File: config.mk
export PLATFORM = sky130hd
export DESIGN_NAME = coeff_bank_loader
export DESIGN_NICKNAME = d
export VERILOG_FILES = /design/src/rtl/coeff_bank_loader.sv
export SDC_FILE = /design/constraint.sdc
export NUM_CORES = 2
export LEC_CHECK = 0
export BUFFER_PORTS_ARGS = -buffer_cell sky130_fd_sc_hd__buf_2
export CAP_MARGIN = 20
export CORE_UTILIZATION = 40
export CTS_BUF_LIST = sky130_fd_sc_hd__clkbuf_4
export CTS_CLUSTER_SIZE = 14
export DETAILED_ROUTE_END_ITERATION = 6
export PLACE_DENSITY = 0.63
export SLEW_MARGIN = 10
export SYNTH_ARGS = -nofsm -noshare
export SYNTH_HDL_FRONTEND = slang
export SYNTH_SLANG_ARGS = --single-unit
File: constraint.sdc
create_clock -name clk -period 74 [get_ports clk]
set_input_delay 14.8 -clock clk [delete_from_list [all_inputs] [get_ports clk]]
set_output_delay 14.8 -clock clk [all_outputs]
set_load 0.05 [all_outputs]
File: src/rtl/coeff_bank_loader.sv
// Double-buffered KSIZE x KSIZE coefficient store for the 2D FIR core.
// Host fills a shadow RAM, commits, and the next vsync rising edge swaps it in atomically.
module coeff_bank_loader #(
    parameter int KSIZE   = 5,
    parameter int COEFF_W = 16,
    parameter int ADDR_W  = 8
) (
    input  logic                             clk,
    input  logic                             rst,
    input  logic                             vs_i,
    input  logic [ADDR_W-1:0]                wr_addr,
    input  logic [COEFF_W-1:0]               wr_data,
    input  logic                             wr_valid,
    output logic                             wr_ready,
    input  logic                             commit,
    output logic [KSIZE*KSIZE*COEFF_W-1:0]   coeff_o,
    output logic                             pending_o,
    output logic                             busy_o,
    output logic                             swap_done,
    output logic                             err_addr
);
    localparam int N      = KSIZE * KSIZE;
    localparam int RAM_AW = (N > 1) ? $clog2(N) : 1;
    localparam int CNT_W  = $clog2(N + 1);
    localparam logic [CNT_W-1:0]  LAST   = CNT_W'(N);
    localparam logic [ADDR_W-1:0] N_ADDR = ADDR_W'(N);

    typedef enum logic [1:0] {IDLE, ARMED, LOAD, APPLY} state_t;

    state_t               state_q, state_d;
    logic [CNT_W-1:0]     cnt_q, cnt_d;
    logic                 pend_q, pend_d;
    logic                 vs_dly_q, vs_dly_d;
    logic [N*COEFF_W-1:0] stg_q, stg_d;
    logic [N*COEFF_W-1:0] coeff_q, coeff_d;
    logic                 swap_q, swap_d;
    logic                 err_q, err_d;
    logic [COEFF_W-1:0]   rd_q;
    logic [COEFF_W-1:0]   shadow_mem [N];

    logic vs_edge, wr_fire, wr_in_range, rd_en;

    assign vs_edge     = vs_i & ~vs_dly_q;
    assign wr_ready    = (state_q == IDLE) || (state_q == ARMED);
    assign busy_o      = (state_q == LOAD) || (state_q == APPLY);
    assign pending_o   = (state_q == ARMED) || pend_q;
    assign wr_fire     = wr_valid & wr_ready;
    assign wr_in_range = wr_addr < N_ADDR;
    assign rd_en       = (state_q == LOAD) && (cnt_q != LAST);
    assign coeff_o     = coeff_q;
    assign swap_done   = swap_q;
    assign err_addr    = err_q;

    // Shadow RAM is deliberately unreset so its contents survive rst.
    always_ff @(posedge clk) begin
        if (wr_fire && wr_in_range)
            shadow_mem[wr_addr[RAM_AW-1:0]] <= wr_data;
        if (rd_en)
            rd_q <= shadow_mem[cnt_q[RAM_AW-1:0]];
    end

    always_comb begin
        state_d  = state_q;
        cnt_d    = cnt_q;
        pend_d   = pend_q;
        stg_d    = stg_q;
        coeff_d  = coeff_q;
        swap_d   = 1'b0;
        vs_dly_d = vs_i;
        err_d    = err_q | (wr_fire & ~wr_in_range);
        unique case (state_q)
            IDLE: begin
                if (commit)
                    state_d = ARMED;
            end
            ARMED: begin
                if (vs_edge) begin
                    state_d = LOAD;
                    cnt_d   = '0;
                end
            end
            LOAD: begin
                if (commit)
                    pend_d = 1'b1;
                // Read data lags the address by one cycle.
                if (cnt_q != '0)
                    stg_d[(int'(cnt_q) - 1)*COEFF_W +: COEFF_W] = rd_q;
                if (cnt_q == LAST)
                    state_d = APPLY;
                else
                    cnt_d = cnt_q + 1'b1;
            end
            APPLY: begin
                coeff_d = stg_q;
                swap_d  = 1'b1;
                pend_d  = 1'b0;
                state_d = (pend_q || commit) ? ARMED : IDLE;
            end
            default: state_d = IDLE;
        endcase
    end

    always_ff @(posedge clk or posedge rst) begin
        if (rst) begin
            state_q  <= IDLE;
            cnt_q    <= '0;
            pend_q   <= 1'b0;
            vs_dly_q <= 1'b1;
            stg_q    <= '0;
            coeff_q  <= '0;
            swap_q   <= 1'b0;
            err_q    <= 1'b0;
        end else begin
            state_q  <= state_d;
            cnt_q    <= cnt_d;
            pend_q   <= pend_d;
            vs_dly_q <= vs_dly_d;
            stg_q    <= stg_d;
            coeff_q  <= coeff_d;
            swap_q   <= swap_d;
            err_q    <= err_d;
        end
    end

endmodule

Word level (Yosys, flattened, before mapping)
Memories as Yosys holds them, arrays and structs flattened. A register that Yosys moved wholly into a read port is not among the register bits.
Cells that the tools add are included.
{"block": "classes", "n_reduce_logical": 14, "magnitude_cmp": 1, "n_shift": 2, "addsub": 3, "n_mux": 14, "eq_ne": 10, "bitwise": 6}
{"cell": "$bwmux 400", "n": 1}
{"cell": "$shift 16x33->400 const A", "n": 1}
{"cell": "$shiftx 16x33->400", "n": 1}
{"cell": "$neg 10->33", "n": 1}
{"cell": "$mux 5", "n": 2}
{"cell": "$pmux 5 s2", "n": 1}
{"cell": "$lt 8x5->1 const B", "n": 1}
{"cell": "$ne 2x2->1 const B", "n": 4}
{"cell": "$pmux 2 s4", "n": 1}
{"cell": "$mux 2", "n": 3}
{"cell": "$reduce_and 3->1", "n": 2}
{"cell": "$sub 5x1->6 const B", "n": 1}
{"cell": "$add 5x1->5 const B", "n": 1}
{"cell": "$eq 5x5->1 const B", "n": 1}
{"cell": "$mux 1", "n": 5}
{"cell": "$ne 5x5->1 const B", "n": 1}
{"cell": "$reduce_bool 5->1", "n": 1}
{"cell": "$eq 2x2->1 const B", "n": 2}
{"cell": "$logic_or 1x1->1", "n": 4}
{"cell": "$reduce_and 2->1", "n": 2}
{"cell": "$reduce_bool 2->1", "n": 2}
{"cell": "$and 1x1->1", "n": 3}
{"cell": "$eq 2x1->1 const B", "n": 1}
{"cell": "$logic_and 1x1->1", "n": 2}
{"cell": "5 further kinds", "n": 6}
{"block": "word_totals", "reg_bits": 811, "n_memories": 1, "ramBits": 400, "output_inout_bits": 405, "in_bits": 29, "word_cells": 59}
{"memory": "shadow_mem", "depth": 25, "width": 16, "read_ports": 1, "rd_ports_with_merged_regs": 1, "write_ports": 1, "line": "39", "text": "logic [COEFF_W-1:0] shadow_mem [N];"}

Depth between registers and ports, before layout
{"block": "logic_depth", "ltp_word": 6, "depth_mapped": 20, "ltp_nobuf": 13}

Worst setup path before layout
OpenSTA, ideal clock, no wires.
{"block": "synth_timing", "path_type": "input -> register", "from": "input wr_addr[7]", "to": "memory shadow_mem[24][0], enable pin", "cell_stages": 5, "slack_ns": 56.546, "required_ns": 73.591, "arrival_ns": 17.045, "setup_time_ns": 0.409, "path_cell_list": "nor3_1 -> o21ai_0 -> or4b_2 -> clkbuf_1 -> nor3_1"}
{"block": "synth_between", "elab_chain_len": 4}
{"element": "from (decl)", "line": "11", "text": "input logic [ADDR_W-1:0] wr_addr,"}
{"element": "$lt 8x5->1", "line": "48", "text": "assign wr_in_range = wr_addr < N_ADDR;"}
{"element": "$logic_and 1x1->1", "line": "56", "text": "if (wr_fire && wr_in_range)"}
{"element": "$mux 1", "line": "56"}
{"element": "$mux 1 (not written as such)", "line": "57", "text": "shadow_mem[wr_addr[RAM_AW-1:0]] <= wr_data;"}
{"element": "to (decl)", "line": "39"}
Every way passes these cells.

Worst setup path in the final report
{"block": "layout_timing", "from": "register state_q[0]", "to": "output busy_o"}
{"block": "layout_between", "elab_chain_len": 2, "elab_cells_between_ends": 3, "classes_between": "eq/ne (2); reduce/logical (1)"}
{"element": "from (decl)", "line": "30", "text": "state_t state_q, state_d;"}
{"element": "from (signal assigned)", "line": "114", "text": "state_q <= state_d;"}
{"element": "$eq 2x2->1", "line": "45", "text": "assign busy_o = (state_q == LOAD) || (state_q == APPLY);"}
{"element": "$logic_or 1x1->1 *", "line": "45"}
{"element": "to (decl)", "line": "18", "text": "output logic busy_o,"}
Mark *: on every way between the ends. The rest lies on a longest branch, timed or not.

==> reports/summary.md <==
- number of buffers and inverters on the critical path: 1
- final number of hold-violating endpoints: 0
- Worst Reg-to-Reg Cells: 14
- placer congestion estimate: 0.785
- Hold Path End: coeff_o[44]$_DFFE_PP0P_
- number of design-rule violations left by the first detailed-router iteration: 1,959
- nets: 3,722
- root buf cell: clkbuf_4
- most frequent cell after synthesis: dfrtp_1
- final setup vio count: 0
- family with the most delay on the worst path: adder cells
- hold buffers post-CTS: 0
- EDFF count, synth: 416
- power consumption: 1.75 mW
- core area: 115,000 sq um
- most frequently used flop master after synthesis: dfrtp_1
- run status: finished, violations left
- yosys warns: 0
- Async SR Flop Fraction: 0.661
- DR vias: 27,600
- number of synthesized register bits: 1,227
- I/O pin count: 434
- Die H: 343 um
- clock buffers created by TritonCTS: 336
- Critical R2R Launch: cnt_q[1]$_DFFE_PP0P_
- die area: 117,000 sq um
- most area-hungry cell type in the Yosys netlist: dfrtp_1
- CTS tree: built
- r2r setup slk: 68,140 ps
- cell row count: 124
- DRC errors left: 74
- effective utilization at floorplan: 0.405
- synthesized cell area: 46,400 sq um
- level count of the clock H-tree: 5
- total number of clock tree sinks: 1,227
- total power density per cell area: 32.2 nW/um^2
- maximum capacitance violations: 0
- most frequent cells after synthesis: dfrtp_1 (810), mux2_2 (422), nand2_1 (422), edfxtp_1 (416), o21ai_0 (348)
- HP Start: stg_q[44]$_DFFE_PP0P_
- synthesized area per cell: 15.3 sq um
- post-CTS resize count: 0
- setup_tns: 0 ps
- top-area cell type share of the netlist area: 0.437
- count of cell types in the netlist: 70
- number of antenna violations at the first check in global routing: 9
- Post-Route WL: 125 mm
- cell at the slowest stage of the critical path: ha_4
- setup slack after placement: 55,030 ps
- Req. time, crit path: 59,200 ps
- capture instance of the worst register-to-register path: stg_q[211]$_DFFE_PP0P_
- share of the core filled with cells in the final layout: 0.474
- detailed placement HPWL: 76.8 mm
- Clock transition at path regs: 60 ps
- Antenna Nets Post-Route: 0
- RSZ-0062 raised after global routing: false
- via density per instance: 5.13
- FMAX: 56.4 MHz
- number of buffers on the longest clock path: 4
- leakage power: 24.6 nW
- wire length per cell after detailed routing: 23.2 um
- number of slew-limit violations in the final report: 0
- die width: 343 um
- share of final-layout standard cells stronger than drive strength 1: 0.417
- Area Growth Syn to Fin: 17.0%
- type of element launching the critical path: flop
- overall global routing resource usage: 0.212
- main area contributors after synthesis: dfrtp_1 (44%), edfxtp_1 (27%), mux2_2 (10%)
- Max VDD drop: 25.9 uV
- worst-case headroom to the max-slew limit: 0.229
- Worst Hold Path Cells: 1
- Post-CTS Setup Repair Bufs: 0
- class of the tightest hold or removal check: reg2reg
- min Tclk post-route: 17,720 ps
- cells along the critical path: ha_4 -> or2_2 -> buf_2
- post-synthesis instance total: 3,027
- pin count of the biggest net entering global routing: 163
- number of global-route vias before repair: 28,000
- synthesized net count: 3,070
- number of buffers inserted by port buffering: 433
- type of the worst setup path: reg2out
- fin crit share: 0.239
- transition at the pin with the smallest max-transition slack: 1160 ps
- Fin Clk Skew: 104 ps
- worst-case hold slack: 423 ps
- kind of end point of the critical path: output pin
- wire length of the first global-routing pass: 183 mm
- latest clock arrival within the worst-skew pair: 1180 ps
- crit path max fanout: 64
- global route total overflow: 0
- failing checks: DRC
- final worst setup slack: 56,280 ps
- total iterations of the first detailed-routing run: 7
- max incr delay on CP: 850 ps
- Arrival @ worst endpoint: 2920 ps
- sequential fraction of the synthesis area: 0.706
[layout by cell type, fill, tap and decap left out, types with 32 or more instances in the layout]
cell type    n
o21ai_0    348
mux4_2     112
buf_4       69
clkinv_1    36
nand2_1    422
edfxtp_1   416
o21ai_1     55
buf_2      433
dfrtp_1    806
nor2_1      32
clkbuf_4   483
mux2_2     422
[layout make-up]
class                           count  area, sq um
Fill cell                       10300        60300
Antenna cell                        3         7.51
Timing Repair Buffer              507         2780
Clock buffer                      482         3620
Inverter                           10         45.0
Sequential cell                  1227        32800
Multi-Input combinational cell   1597        12900
Clock inverter                     51          293
Tap cell                         1512         1890
[how the worst max path moves through the flow]
stage | startpoint | end | slack, ps | cells past startpoint
floorplan | rst | cnt_q[0]$_DFFE_PP0P_ | 36420 | 1
global placement | rst | coeff_o[120]$_DFFE_PP0P_ | 55110 | 6
detailed placement | rst | coeff_o[120]$_DFFE_PP0P_ | 55030 | 6
CTS | state_q[0]$_DFFE_PP0P_ | busy_o | 56060 | 3
global route | rst | coeff_o[124]$_DFFE_PP0P_ | 55810 | 6
finish | state_q[0]$_DFFE_PP0P_ | busy_o | 56280 | 3
[cells by family (layout without fill, tap and decap cells)]
logic type,Yosys count,after routing,synth area share
flip-flops,1227,1227,0.706
AND/OR/NAND/NOR,568,568,0.0548
multiplexers,560,560,0.163
AO/OA/AOI/OAI,449,449,0.0522
buffers and inverters,203,1050,0.0181
adder cells (fa/ha/maj),14,14,0.00377
XOR/XNOR,6,6,0.00175
other,0,3,0
[worst reg2reg max path, delay by kind of cell, from the launching register on]
| kind | cells | cell delay [ps] |
|---|---|---|
| AO/OA/AOI/OAI | 2 | 550 |
| adder cells (fa/ha/maj) | 2 | 780 |
| buffers and inverters | 3 | 740 |
| flip-flops | 1 | 1050 |
| AND/OR/NAND/NOR | 7 | 2630 |
[power by group]
part	leakage [nW]	switching (mW)	internal, mW
combinational	7.23	0.314	0.136
sequential	15.1	0.0154	0.714
clock	2.36	0.266	0.305
[state kept, by name (all words and copies together), names as in the netlist]
name and count:
coeff_o 400, shadow_mem 400, stg_q 400, rd_q 16, cnt_q 5, state_q 2
err_addr 1, pend_q 1, swap_done 1, vs_dly_q 1
[stage by stage]
stage / cells / area (sq um)
after detailed placement: 4851 / 50400
after CTS: 5384 / 54300
after global routing: 5387 / 54300
after floorplan: 3027 / 46400
final: 5389 / 54300
after global placement: 4850 / 50400
[layer usage]
metal  routed length (um)  up-vias  part of all wire  GRT usage
met1                54000    14100              0.43      0.289
li1                     -    12400                 -          -
met4                 3380        0             0.027     0.0790
met3                 7970      174             0.064     0.0502
met2                59500      884              0.48      0.332
met5                    0        -                 0          0
No activity file was read; power rests on OpenSTA's default activity.
